$ cat src/rtl/lcd_64_to_32_bits_dfa_splitter_pkg.sv
// Shared definitions for the 64-to-32 bit beat splitter: state encoding,
// symbol geometry and the short-beat rule.
package lcd_64_to_32_bits_dfa_splitter_pkg;

  localparam int SYMBOL_W    = 8;
  localparam int IN_SYMBOLS  = 8;
  localparam int OUT_SYMBOLS = 4;
  localparam int IN_W        = SYMBOL_W * IN_SYMBOLS;
  localparam int OUT_W       = SYMBOL_W * OUT_SYMBOLS;
  localparam int IN_EMPTY_W  = $clog2(IN_SYMBOLS);
  localparam int OUT_EMPTY_W = $clog2(OUT_SYMBOLS);

  typedef enum logic [1:0] {
    ST_EMPTY = 2'd0,
    ST_HIGH  = 2'd1,
    ST_LOW   = 2'd2
  } state_e;

  // A final beat whose lower half is entirely unused only yields its upper half.
  function automatic logic isShortBeat(input logic eop, input logic [IN_EMPTY_W-1:0] empty);
    return eop && (empty >= IN_EMPTY_W'(OUT_SYMBOLS));
  endfunction

endpackage

$ cat src/rtl/lcd_64_to_32_bits_dfa_splitter.sv
// Splits each 64-bit streaming beat into two 32-bit beats (upper half first),
// dropping the lower half of a final beat that holds four or fewer symbols.
module lcd_64_to_32_bits_dfa_splitter
  import lcd_64_to_32_bits_dfa_splitter_pkg::*;
(
  input  logic                   clk,
  input  logic                   reset,
  input  logic [IN_W-1:0]        in_data,
  input  logic                   in_valid,
  output logic                   in_ready,
  input  logic                   in_startofpacket,
  input  logic                   in_endofpacket,
  input  logic [IN_EMPTY_W-1:0]  in_empty,
  output logic [OUT_W-1:0]       out_data,
  output logic                   out_valid,
  input  logic                   out_ready,
  output logic                   out_startofpacket,
  output logic                   out_endofpacket,
  output logic [OUT_EMPTY_W-1:0] out_empty
);

  state_e                 state_q, state_d;
  logic [IN_W-1:0]        hold_q;
  logic                   sop_q, eop_q;
  logic [IN_EMPTY_W-1:0]  empty_q;
  logic                   shortBeat;
  logic                   inAccept;

  assign shortBeat = isShortBeat(eop_q, empty_q);

  assign in_ready = (state_q == ST_EMPTY)
                 || (state_q == ST_LOW  && out_ready)
                 || (state_q == ST_HIGH && out_ready && shortBeat);

  assign inAccept = in_valid && in_ready;

  always_ff @(posedge clk) begin
    if (reset) begin
      state_q <= ST_EMPTY;
      sop_q   <= 1'b0;
      eop_q   <= 1'b0;
      empty_q <= '0;
    end else begin
      state_q <= state_d;
      if (inAccept) begin
        sop_q   <= in_startofpacket;
        eop_q   <= in_endofpacket;
        empty_q <= in_endofpacket ? in_empty : '0;
      end
    end
  end

  // Payload is left uncleared by reset; state alone decides whether it is visible.
  always_ff @(posedge clk) begin
    if (inAccept) begin
      hold_q <= in_data;
    end
  end

  always_comb begin
    state_d = state_q;
    unique case (state_q)
      ST_EMPTY: begin
        if (inAccept) state_d = ST_HIGH;
      end
      ST_HIGH: begin
        if (out_ready) begin
          if (!shortBeat)    state_d = ST_LOW;
          else if (inAccept) state_d = ST_HIGH;
          else               state_d = ST_EMPTY;
        end
      end
      ST_LOW: begin
        if (out_ready) state_d = inAccept ? ST_HIGH : ST_EMPTY;
      end
      default: state_d = ST_EMPTY;
    endcase
  end

  always_comb begin
    out_valid         = 1'b0;
    out_data          = hold_q[IN_W-1:OUT_W];
    out_startofpacket = 1'b0;
    out_endofpacket   = 1'b0;
    out_empty         = '0;
    unique case (state_q)
      ST_HIGH: begin
        out_valid         = 1'b1;
        out_data          = hold_q[IN_W-1:OUT_W];
        out_startofpacket = sop_q;
        out_endofpacket   = shortBeat;
        // empty is 4..7 when short, so its low bits equal empty-4.
        out_empty         = shortBeat ? empty_q[OUT_EMPTY_W-1:0] : '0;
      end
      ST_LOW: begin
        out_valid         = 1'b1;
        out_data          = hold_q[OUT_W-1:0];
        out_endofpacket   = eop_q;
        out_empty         = eop_q ? empty_q[OUT_EMPTY_W-1:0] : '0;
      end
      default: begin
        out_valid = 1'b0;
      end
    endcase
  end

endmodule

$ cat config.mk
export PLATFORM = sky130hd
export DESIGN_NAME = lcd_64_to_32_bits_dfa_splitter
export DESIGN_NICKNAME = d
export VERILOG_FILES = /design/src/rtl/lcd_64_to_32_bits_dfa_splitter_pkg.sv /design/src/rtl/lcd_64_to_32_bits_dfa_splitter.sv
export SDC_FILE = /design/constraint.sdc
export NUM_CORES = 1
export LEC_CHECK = 0
export ABC_AREA = 1
export CORE_UTILIZATION = 25
export CTS_CLUSTER_DIAMETER = 60
export DETAILED_ROUTE_END_ITERATION = 8
export HOLD_SLACK_MARGIN = 0.08
export PLACE_DENSITY = 0.52
export SLEW_MARGIN = 20
export SYNTH_ARGS = -nofsm -noshare
export SYNTH_HDL_FRONTEND = slang
export SYNTH_SLANG_ARGS = --single-unit
$ cat constraint.sdc
create_clock -name clk -period 2.6 [get_ports clk]
set_clock_uncertainty 0.2 [all_clocks]
set_input_delay 0.39 -clock clk [delete_from_list [all_inputs] [get_ports clk]]
set_output_delay 0.39 -clock clk [all_outputs]
set_load 0.05 [all_outputs]
## Word-level counts from Yosys, hierarchy flattened

Index checks and enable logic that the tools add are counted.

| storage, ports and cells | value |
|---|---|
| flip-flop bits (word level) | 71 |
| bits of input ports | 73 |
| output and inout bits | 38 |
| logic and storage cells | 35 |

| cells by class | value |
|---|---|
| $lt $le $gt $ge | 1 |
| equal/unequal tests | 5 |
| multiplexer cells | 14 |
| reduce and logical (&&, ||, !) cells | 10 |

Operator list:

| kind | number |
|---|---|
| $mux 32 | 1 |
| $mux 2 | 6 |
| $ne 2x2->1 const B | 3 |
| $pmux 2 s3 | 1 |
| $logic_and 1x1->1 | 5 |
| $pmux 2 s2 | 1 |
| $ge 3x3->1 const B | 1 |
| $mux 1 | 3 |
| $mux 3 | 1 |
| $reduce_and 3->1 | 1 |
| $eq 2x1->1 const B | 1 |
| $eq 2x2->1 const B | 1 |
| $logic_not 2->1 | 1 |
| $logic_or 1x1->1 | 2 |
| $pmux 1 s2 | 1 |
| $reduce_or 2->1 | 1 |

## Logic depth before layout (Yosys ltp)

| depth | value |
|---|---|
| depth after elaboration | 9 |
| gate-level depth with buffers | 10 |
| gate-level depth less buffers | 10 |

## Least setup slack after synthesis

No wires, ideal clock.

| path | value |
|---|---|
| path type | register to register |
| start | register state_q[0] |
| end | register hold_q[0] (enable) |
| setup time | 419 ps |
| data arrival time | 2385 ps |
| required time | 1981 ps |
| setup slack | -404 ps |
| stages on the path, launching flop included | 8 |
| path buffers | 1 |
| clock period less this slack | 3004 ps |
| path through | dfxtp_1 -> inv_1 -> ha_1 -> buf_6 -> a21oi_1 -> nand2_2 -> nand2_4 -> inv_1 |

| on the way | value |
|---|---|
| longest elaborated chain between the ends | 5 |
| elaborated cells on any way between the ends | 9 |
| those cells by class | eq/ne (2); reduce/logical (7) |

Ends and longest elaborated chain:

| element | line | text |
|---|---|---|
| start: declaration | lcd_64_to_32_bits_dfa_splitter.sv:22 | `state_e state_q, state_d;` |
| start signal: assignment | lcd_64_to_32_bits_dfa_splitter.sv:44 | `state_q <= state_d;` |
| $eq 2x2->1 / $eq 2x1->1 (equally long branches) | lcd_64_to_32_bits_dfa_splitter.sv:32, lcd_64_to_32_bits_dfa_splitter.sv:33 |  |
| $logic_and 1x1->1 (on tied branches) | lcd_64_to_32_bits_dfa_splitter.sv:32, lcd_64_to_32_bits_dfa_splitter.sv:33 |  |
| $logic_or 1x1->1 / $logic_and 1x1->1 (equally long branches) | lcd_64_to_32_bits_dfa_splitter.sv:32, lcd_64_to_32_bits_dfa_splitter.sv:33 |  |
| $logic_or 1x1->1 * | lcd_64_to_32_bits_dfa_splitter.sv:33 | `\|\| (state_q == ST_HIGH && out_ready && shortBeat);` |
| net in_ready | lcd_64_to_32_bits_dfa_splitter.sv:10 | `output logic in_ready,` |
| $logic_and 1x1->1 * | lcd_64_to_32_bits_dfa_splitter.sv:35 | `assign inAccept = in_valid && in_ready;` |
| end signal: assignment | lcd_64_to_32_bits_dfa_splitter.sv:56 | `hold_q <= in_data;` |
| end: declaration | lcd_64_to_32_bits_dfa_splitter.sv:23 | `logic [IN_W-1:0] hold_q;` |

The timed path passes the listed nets; every way through them passes the cells marked *.
A chain may end at the register's enable or synchronous reset.

## Final worst setup path

| path | value |
|---|---|
| start | register state_q[1] |
| end | output out_valid |

| on the way | value |
|---|---|
| longest elaborated chain between the ends | 3 |
| elaborated cells on any way between the ends | 4 |
| those cells by class | eq/ne (2); mux (1); reduce/logical (1) |

Ends and longest elaborated chain:

| element | line | text |
|---|---|---|
| $eq 2x2->1 / $eq 2x1->1 (equally long branches) | lcd_64_to_32_bits_dfa_splitter.sv:86 | `unique case (state_q)` |
| $reduce_or 2->1 (no source line) * | -- |  |
| $mux 1 * | lcd_64_to_32_bits_dfa_splitter.sv:86 |  |
| end: declaration | lcd_64_to_32_bits_dfa_splitter.sv:15 | `output logic out_valid,` |

Mark *: on every way between the ends. The rest lies on a longest branch, timed or not.

==> results_dict.tcl <==
set metrics [dict create \
    status "completed" \
    clkSinkCount 71 \
    synth.area.mux_share 0 \
    die-width_um 106.7 \
    syn-instance-count 230 \
    synth-seq-cells 71 \
    rrSetupSlack_ns 0.53 \
    h-tree-depth 3 \
    drt_iter0_drc 84 \
    worst_pin_slew_ns 0.5139 \
    period_share 0.9598 \
    core-area_um2 10460 \
    synth_top_family_by_area "simple AND/OR/NAND/NOR gates" \
    synth_common_cells "nand2_1 (110), edfxtp_1 (64), inv_1 (12), a21oi_1 (9), dfxtp_1 (7)" \
    slew_violations 0 \
    post-place-ws_ns 0.3812 \
    max_slew_margin 0.6563 \
    end_kind "primary output" \
    grt_use_total 0.1138 \
    drt_wl_total_um 6123 \
    drc 0 \
    dpl.hpwl_um 4280 \
    firstDrtPassIters 4 \
    synthSimpleGateAreaFrac 0.1743 \
    grt_max_degree 34 \
    rows 37 \
    fmax_ghz 0.4007 \
    grt_setup_unrepaired "yes" \
    grt_pass1_wl_um 9563 \
    synthXorXnorAreaFrac 0 \
    leakagePower_nw 1.868 \
    arrival_ns 1.91 \
    finalCoreUtilization 0.4487 \
    critPathLaunchType "flip-flop" \
    yosysTopAreaCell "edfxtp_1" \
    setup_violations 0 \
    die_h_um 106.7 \
    postSynth.asyncResetShare 0 \
    ys.flop_type "edfxtp_1" \
    layout-drive-gt1-share 0.1870 \
    gp_congestion 0.7055 \
    pin_count 111 \
    clock_latency_ns 0.34 \
    diodes 0 \
    root_buffer "clkbuf_8" \
    timing_hold_violations_final 0 \
    syn_area_um2 2743 \
    fin_ws_ns 0.1046 \
    numCtsBuffers 9 \
    powerDensity_nw_per_um2 1036 \
    synth_nets 307 \
    critPathKind "flip-flop to primary output" \
    yosysUniqueCellTypes 17 \
    critical_path_buf_inv_count 2 \
    antenna_found_initial 0 \
    dieArea_um2 11390 \
    first_global_vias 1945 \
    crit_family "buffers and inverters" \
    antenna_left 0 \
    placed_cell_area_um2 4448 \
    design_area_um2 4695 \
    synth_fa_ha_area_frac 0.01825 \
    viasPerCell 4.020 \
    max-cap-violations 0 \
    port_buffers 110 \
    fill_cells 989 \
    synth_edf_count 64 \
    ys_seq_area_frac 0.7518 \
    post-synth-top-count-cell "nand2_1" \
    yosys_warnings 0 \
    wire_per_inst_um 12.52 \
    overflow 0 \
    cts_tree "built" \
    syn_area_per_cell_um2 11.92 \
    clk_pin_slew_ns 0.08 \
    dr_total_vias 1966 \
    slowest_delay_ns 0.81 \
    critical_path_required_ns 2.01 \
    peakVddDrop_uv 390.5 \
    hold_slack_ns 0.2722 \
    synth.top_cell.area_share 0.7007 \
    nNetsFinal 425 \
    cp_slowest_cell "clkdlybuf4s50_1" \
    start_util 0.2621 \
    syn_to_final_growth_pct 71.17 \
    p_total_mw 4.862 \
    synthTopCellsByArea "edfxtp_1 (70%), nand2_1 (15%), dfxtp_1 (5.1%)" \
    crit_fanout 4 \
    synth_compound_area_frac 0.02281 \
    min_path_type "flip-flop to flip-flop" \
    clk_path_buf_depth 2 \
    crit_chain "inv_1, ha_1, clkdlybuf4s50_1" \
    min_period_ns 2.495 \
]
## power by group
part	internal [mW]	leakage (nW)	switching [mW]
logic	0.941	1.08	1.26
registers	1.52	0.667	0.0618
clock network	0.641	0.121	0.431
## registers in the layout (all words and copies together), names as in the netlist
| name | cells |
|---|---|
| hold_q | 64 |
| empty_q | 3 |
| state_q | 2 |
| eop_q | 1 |
| sop_q | 1 |
## layout by cell type, fill, tap and decap left out, types with 4 or more instances in the layout
cell type / count
nand2_1: 110
edfxtp_1: 64
a21oi_1: 8
clkbuf_8: 9
inv_1: 10
dfxtp_1: 5
buf_12: 38
clkdlybuf4s50_1: 73
nor2_1: 4
## tightest hold or removal path: stages, from the launching register on
cell	delay (ns)
dfxtp_1	0.31
nand2_1	0.06
a21oi_1	0.05
## layer usage
layer / track usage / routed length (um)
met1: 0.1316 / 2496
met4: 0.04990 / 65
met2: 0.1880 / 3122
met3: 0.04255 / 438
met5: 0 / 0
## worst paths after layout
check / depth (start not counted) / from / to
max reg2reg: 8 / state_q[0] / hold_q[45]
min reg2reg: 2 / empty_q[2] / empty_q[2]
max: 3 / state_q[1] / out_valid
min: 2 / empty_q[2] / empty_q[2]
## logic make-up (layout without fill, tap and decap cells)
group | after synthesis | in the layout
simple gates | 121 | 121
compound gates | 12 | 12
flops | 71 | 71
fa+ha+maj | 4 | 4
buf+inv | 22 | 145
## layout make-up
cell class	count	area [um^2]	share of cell area
timing repair buffer	114	1519	0.3236
sequential	71	2064	0.4398
clock buffer	9	123.9	0.02639
clock inverter	7	120.1	0.02559
inverter	15	60.06	0.01279
multi-input combinational	137	636.9	0.1357
tap	136	170.2	0.03625
## what timing repair did
item / in CTS / in global routing
setup endpoints to repair: 0 / 16
resized for setup: 0 / 2
buffers inserted: 0 / 0
hold buffers: 0 / 0
## metrics by stage
stage          instances  TNS, ns
2_1_floorplan        230  -0.8064
3_3_place_gp         473        0
3_5_place_dp         473        0
4_1_cts              489        0
5_1_grt              489  -0.2625
6_report             489        0
No activity file was read; power rests on OpenSTA's default activity.
